===== config.mk =====
export PLATFORM = sky130hd
export DESIGN_NAME = serial_frame_rx
export DESIGN_NICKNAME = d
export VERILOG_FILES = /design/src/rtl/serial_frame_rx.sv
export SDC_FILE = /design/constraint.sdc
export NUM_CORES = 1
export LEC_CHECK = 0
export CORE_MARGIN = 3
export CORE_UTILIZATION = 30
export CTS_CLUSTER_SIZE = 28
export DETAILED_ROUTE_END_ITERATION = 16
export DONT_BUFFER_PORTS = 1
export PLACE_DENSITY_LB_ADDON = 0.12
export SYNTH_ARGS = -nofsm -noshare
export SYNTH_HDL_FRONTEND = slang
export SYNTH_SLANG_ARGS = --single-unit

===== constraint.sdc =====
create_clock -name clk -period 2 [get_ports clk]
set_input_delay 0.2 -clock clk [delete_from_list [all_inputs] [get_ports clk]]
set_output_delay 0.2 -clock clk [all_outputs]
set_load 0.02 [all_outputs]

===== src/rtl/serial_frame_rx.sv =====
// Oversampling serial frame receiver: start bit, N data bits LSB first, optional even parity, stop bit.
// Define SERIAL_FRAME_RX_PARITY_EN to compile in the parity bit and its check.
module serial_frame_rx #(
  parameter int N = 4,
  parameter int M = 4
) (
  input  logic         clk,
  input  logic         reset,
  input  logic         data_in,
  output logic [N-1:0] data_out,
  output logic         valid,
  output logic         frame_error,
  output logic         parity_error,
  output logic         busy
);

  localparam int TW = (M > 1) ? $clog2(M) : 1;
  localparam int BW = (N > 1) ? $clog2(N) : 1;
  localparam logic [TW-1:0] TICK_HALF = TW'(M / 2 - 1);
  localparam logic [TW-1:0] TICK_LAST = TW'(M - 1);
  localparam logic [BW-1:0] BIT_LAST  = BW'(N - 1);

`ifdef SERIAL_FRAME_RX_PARITY_EN
  typedef enum logic [2:0] {IDLE, START, DATA, PARITY, STOP} state_t;
`else
  typedef enum logic [2:0] {IDLE, START, DATA, STOP} state_t;
`endif

  state_t         state_q, state_d;
  logic [TW-1:0]  tick_q, tick_d;
  logic [BW-1:0]  bit_q, bit_d;
  logic [N-1:0]   shift_q, shift_d;
  logic [N-1:0]   data_out_q, data_out_d;
  logic           valid_q, valid_d;
  logic           ferr_q, ferr_d;
  logic           busy_q, busy_d;
`ifdef SERIAL_FRAME_RX_PARITY_EN
  logic           perr_q, perr_d;
  logic           perr_out_q, perr_out_d;
`endif

  // Every sample point sits one tick-count after the counter reaches its terminal value,
  // so the start bit is resampled floor(M/2) edges after detection and data bits M apart.
  always_comb begin
    state_d    = state_q;
    tick_d     = tick_q;
    bit_d      = bit_q;
    shift_d    = shift_q;
    data_out_d = data_out_q;
    valid_d    = 1'b0;
    ferr_d     = 1'b0;
    busy_d     = (state_q != IDLE);
`ifdef SERIAL_FRAME_RX_PARITY_EN
    perr_d     = perr_q;
    perr_out_d = 1'b0;
`endif
    case (state_q)
      IDLE: begin
        if (!data_in) begin
          state_d = START;
          tick_d  = '0;
        end
      end
      START: begin
        if (tick_q == TICK_HALF) begin
          tick_d  = '0;
          bit_d   = '0;
          state_d = data_in ? IDLE : DATA;
        end else begin
          tick_d = tick_q + TW'(1);
        end
      end
      DATA: begin
        if (tick_q == TICK_LAST) begin
          tick_d  = '0;
          shift_d = N'({data_in, shift_q} >> 1);
          if (bit_q == BIT_LAST) begin
`ifdef SERIAL_FRAME_RX_PARITY_EN
            state_d = PARITY;
`else
            state_d = STOP;
`endif
          end else begin
            bit_d = bit_q + BW'(1);
          end
        end else begin
          tick_d = tick_q + TW'(1);
        end
      end
`ifdef SERIAL_FRAME_RX_PARITY_EN
      PARITY: begin
        if (tick_q == TICK_LAST) begin
          tick_d  = '0;
          perr_d  = ^{shift_q, data_in};
          state_d = STOP;
        end else begin
          tick_d = tick_q + TW'(1);
        end
      end
`endif
      STOP: begin
        if (tick_q == TICK_LAST) begin
          tick_d  = '0;
          state_d = IDLE;
          if (data_in) begin
            data_out_d = shift_q;
            valid_d    = 1'b1;
`ifdef SERIAL_FRAME_RX_PARITY_EN
            perr_out_d = perr_q;
`endif
          end else begin
            ferr_d = 1'b1;
          end
        end else begin
          tick_d = tick_q + TW'(1);
        end
      end
      default: state_d = IDLE;
    endcase
  end

  always_ff @(posedge clk or negedge reset) begin
    if (!reset) begin
      state_q    <= IDLE;
      tick_q     <= '0;
      bit_q      <= '0;
      shift_q    <= '0;
      data_out_q <= '0;
      valid_q    <= 1'b0;
      ferr_q     <= 1'b0;
      busy_q     <= 1'b0;
`ifdef SERIAL_FRAME_RX_PARITY_EN
      perr_q     <= 1'b0;
      perr_out_q <= 1'b0;
`endif
    end else begin
      state_q    <= state_d;
      tick_q     <= tick_d;
      bit_q      <= bit_d;
      shift_q    <= shift_d;
      data_out_q <= data_out_d;
      valid_q    <= valid_d;
      ferr_q     <= ferr_d;
      busy_q     <= busy_d;
`ifdef SERIAL_FRAME_RX_PARITY_EN
      perr_q     <= perr_d;
      perr_out_q <= perr_out_d;
`endif
    end
  end

  assign data_out    = data_out_q;
  assign valid       = valid_q;
  assign frame_error = ferr_q;
  assign busy        = busy_q;
`ifdef SERIAL_FRAME_RX_PARITY_EN
  assign parity_error = perr_out_q;
`else
  assign parity_error = 1'b0;
`endif

endmodule


# After elaboration in Yosys (flattened, before gate mapping)
# Index checks and enable logic that the tools add are counted.
[classes] n_reduce_logical=10 muxes=21 n_eq_ne=12 n_addsub=2
[op_table] op="$mux W3" count=5
[op_table] op="$mux W2" count=7
[op_table] op="$ne A2 B2 Y1 const B" count=6
[op_table] op="$pmux W3 S4" count=1
[op_table] op="$eq A3 B2 Y1 const B" count=2
[op_table] op="$mux W1" count=6
[op_table] op="$pmux W2 S3" count=1
[op_table] op="$reduce_bool A3 Y1" count=2
[op_table] op="$reduce_and A5 Y1" count=1
[op_table] op="$add A2 B1 Y2 const B" count=2
[op_table] op="$eq A2 B2 Y1 const B" count=2
[op_table] op="$pmux W2 S2" count=1
[op_table] op="$reduce_and A2 Y1" count=2
[op_table] op="$reduce_and A4 Y1" count=1
[op_table] op="$eq A3 B1 Y1 const B" count=1
[op_table] op="$logic_not A3 Y1" count=1
[op_table] op="$reduce_and A3 Y1" count=1
[op_table] op="$eq A2 B1 Y1 const B" count=1
[op_table] op="$reduce_bool A2 Y1" count=1
[op_table] op="$reduce_or A2 Y1" count=1
[totals] output_inout_bits=8 input_bits=3 elab_cells=53 regBits=18

# Longest topological paths before layout
[logic_depth] word_depth=4 depth_mapped=5 mapped_depth_nobuf=5

# Worst setup path before layout
# Ideal clock, no wire load.
[synth_timing] path_kind="register to register" startpoint="register tick_q[0]" endpoint="register shift_q[0]" path_slack_ns=0.716 path_buffers=0 arrival_time_ns=1.159 setup_time_ns=0.125 stages_incl_launch_ff=4 required_time_ns=1.875 synth_period_minus_slack_ns=1.284 path_cell_list="dfrtp_1 -> ha_1 -> nand3b_2 -> mux2_2"
[synth_via] elab_chain_len=2
[synth_lines] item="from (decl)" line="30" source="logic [TW-1:0] tick_q, tick_d;"
[synth_lines] item="from (signal assigned)" line="138" source="tick_q <= tick_d;"
[synth_lines] item="$eq A2 B2 Y1" line="74" source="if (tick_q == TICK_LAST) begin"
[synth_lines] item="$reduce_and A2 Y1 (no line)"
[synth_lines] item="to (signal assigned)" line="140" source="shift_q <= shift_d;"
[synth_lines] item="to (decl)" line="32" source="logic [N-1:0] shift_q, shift_d;"
# No other way between the ends.
# A chain may end at the register's enable or synchronous reset.

# Worst setup path after layout
[layout_timing] startpoint="register tick_q[0]" endpoint="register data_out_q[3] (netlist: data_out[3])"
[layout_via] elab_chain_len=2
[layout_lines] item="$eq A2 B2 Y1" line="102" source="if (tick_q == TICK_LAST) begin"
[layout_lines] item="$reduce_and A3 Y1 (no line)"
[layout_lines] item="to (signal assigned)" line="141" source="data_out_q <= data_out_d;"
[layout_lines] item="to (decl)" line="33" source="logic [N-1:0] data_out_q, data_out_d;"
# No other way between the ends.

==> metrics.csv <==
metric,value,unit
layout.nets,76,
yosysTopAreaCell,dfrtp_1,
startpoint_type,register,
path_class,register to register,
synth.area.mux_share,11.41,%
fin_tns_setup,0,ns
cp.required,2.18,ns
fin_area,845.8,sq um
synth_common_cells,"dfrtp_1, mux2_2, nor2_1",
ys_ff_latch,17,
die_h,57.30,um
cts_resized,0,
die_w,57.30,um
yosysSeqAreaShare,53.88,%
synth.area.top_cells,"dfrtp_1, mux2_2, ha_1",
initial_utilization,33.44,%
clk_path_buf_depth,2,
dp_hpwl,942.6,um
rows,17,
max_freq,706.7,MHz
worst_pin_slew,0.7709,ns
maxSlewHeadroom,48.44,%
critPathMaxFanout,6,
via_count,467,
setup_viol,0,
clock_sinks,17,
hold_violations,0,
drtIter0Drc,5,
coreArea,2361,sq um
synthSimpleGateAreaFrac,11.73,%
fin_skew,0.01184,ns
first_global_vias,511,
antenna_found_initial,0,
cts_tree,yes,
rsz0062_at_grt,no,
cts.reportedPaths.clkPinSlew,0.11,ns
synth.most_common_cell,dfrtp_1,
antennaDiodeCount,0,
postCtsSetupBuffers,0,
cp-end-kind,register,
layout.cells.non_filler,96,
drc_errors,0,
routed_via_density,4.865,
synthArstFlopShare,100.0,%
dieArea,3283,sq um
synth_nets,72,
ctsHtreeMaxLevel,1,
cp.arrival,1.59,ns
synthCells,65,
synth.top_cell.area_share,53.88,%
leakagePower,0.4049,nW
track_usage,9.419,%
layout_setup_ws,0.5849,ns
period_needed,1.415,ns
period_share,70.75,%
fillers,231,
cap_violations,0,
synthXorXnorAreaFrac,0,%
syn-cell-area,789.5,sq um
clk_latency,0.30,ns
whs,0.04767,ns
wl_per_cell,13.77,um
synth_compound_area_share,10.46,%
cts_buffers,3,
synth_ff_type,dfrtp_1,
hp-class,primary input to register,
synth_top_family_by_area,simple AND/OR/NAND/NOR gates,
ant_nets,0,
pwr_density_cell,1459,nW/um^2
io_buffer_count,0,
cts.hold.buffers_added,2,
dr.pass1.iters,3,
pin_count,11,
ys_warn_count,0,
synth-edff-count,0,
place_congestion,0.7362,
placedCellCount,90,
place_ws,0.5916,ns
grt_max_degree,18,
yosys.area_share.adder,6.339,%
globalRoute.totalOverflow,0,
ys_types,24,
synth.avg_cell_area,12.15,sq um
grt_first_pass_wirelength,2346,um
maxSlewViolCount,0,
dpl_cell_area,798.3,sq um
area_growth,7.132,%
vdd_drop_max,0.0007627,V
status,completed,
wirelength,1322,um
layout-drive-gt1-share,22.06,%
cts_root_buf,clkbuf_4,
cell type report:
class	instances	area [sq um]	share of cell area, %
clock buffers	3	22.52	2.663
clock inverters	1	5.005	0.5917
inverters	5	18.77	2.219
multi-input cells	40	319.1	37.72
flip-flops and latches	17	425.4	50.30
well taps	28	35.03	4.142
repair buffers	2	20.02	2.367
layout by cell type (no fill, tap or decap), drive strengths merged:
master and n:
a21oi 3, a221oi 2, a311oi 1, and3b 1
clkbuf 3, clkinv 1, conb 1, dfrtp 17
dlygate4sd3 2, ha 4, inv 5, mux2 8
nand2 2, nand3 1, nand3b 1, nand4 1
nor2 6, nor2b 3, o21a 1, o21ai 1
o221ai 1, o22ai 1, o31ai 1, or2 1
critical path: stages, from the launching register on:
cell and delay, ns:
dfrtp_1 0.43, ha_1 0.30, nand4_2 0.23, mux2_2 0.34
logic make-up (layout without fill, tap and decap cells):
family,Yosys count,count (layout)
other,1,1
DFF,17,17
buffers and inverters,8,11
adders and majority gates,4,4
muxes,8,8
AOI/OAI and AO/OA,11,11
and+or+nand+nor,16,16
through the flow:
| step | util [%] | total power (W) |
|---|---|---|
| 2_1_floorplan | - | 0.001000 |
| 5_1_grt | 35.82 | 0.001348 |
| 4_1_cts | 35.82 | 0.001258 |
| 6_report | 35.82 | 0.001234 |
| 3_5_place_dp | 33.81 | 0.001057 |
| 3_3_place_gp | 33.81 | 0.001045 |
path summary, 6_finish.rpt:
| kind | from | end | slack (ns) | cells past startpoint |
|---|---|---|---|---|
| min in group asynchronous | reset | busy$_DFF_PN0_ | 0.41 | 1 |
| worst min register to register | shift_q[0]$_DFFE_PN0P_ | data_out[0]$_DFFE_PN0P_ | 0.52 | 1 |
| worst max-delay path | tick_q[0]$_DFFE_PN0P_ | data_out[3]$_DFFE_PN0P_ | 0.58 | 3 |
| worst max register to register | tick_q[0]$_DFFE_PN0P_ | data_out[3]$_DFFE_PN0P_ | 0.58 | 3 |
| max in group asynchronous | reset | bit_q[1]$_DFFE_PN0P_ | 1.10 | 1 |
| worst min-delay path | data_in | tick_q[0]$_DFFE_PN0P_ | 0.05 | 2 |
where the power goes:
part           switching (W)  internal [W]
registers           0.000213      0.000482
logic               0.000162      0.000189
clock network       0.000113     0.0000744
total               0.000488      0.000746
registers in the layout, indices dropped and copies added, names as in the netlist:
register and flops:
data_out 4, shift_q 4, bit_q 2, state_q 2, tick_q 2, busy 1, frame_error 1, valid 1
layer usage:
layer	up-vias	part of all wire [%]	track usage, %
li1	231	-	-
met4	0	1.3	2.980
met2	12	40	12.56
met3	2	6.3	4.525
met1	222	52	13.31
met5	-	0	0
No activity file was read; power rests on OpenSTA's default activity.
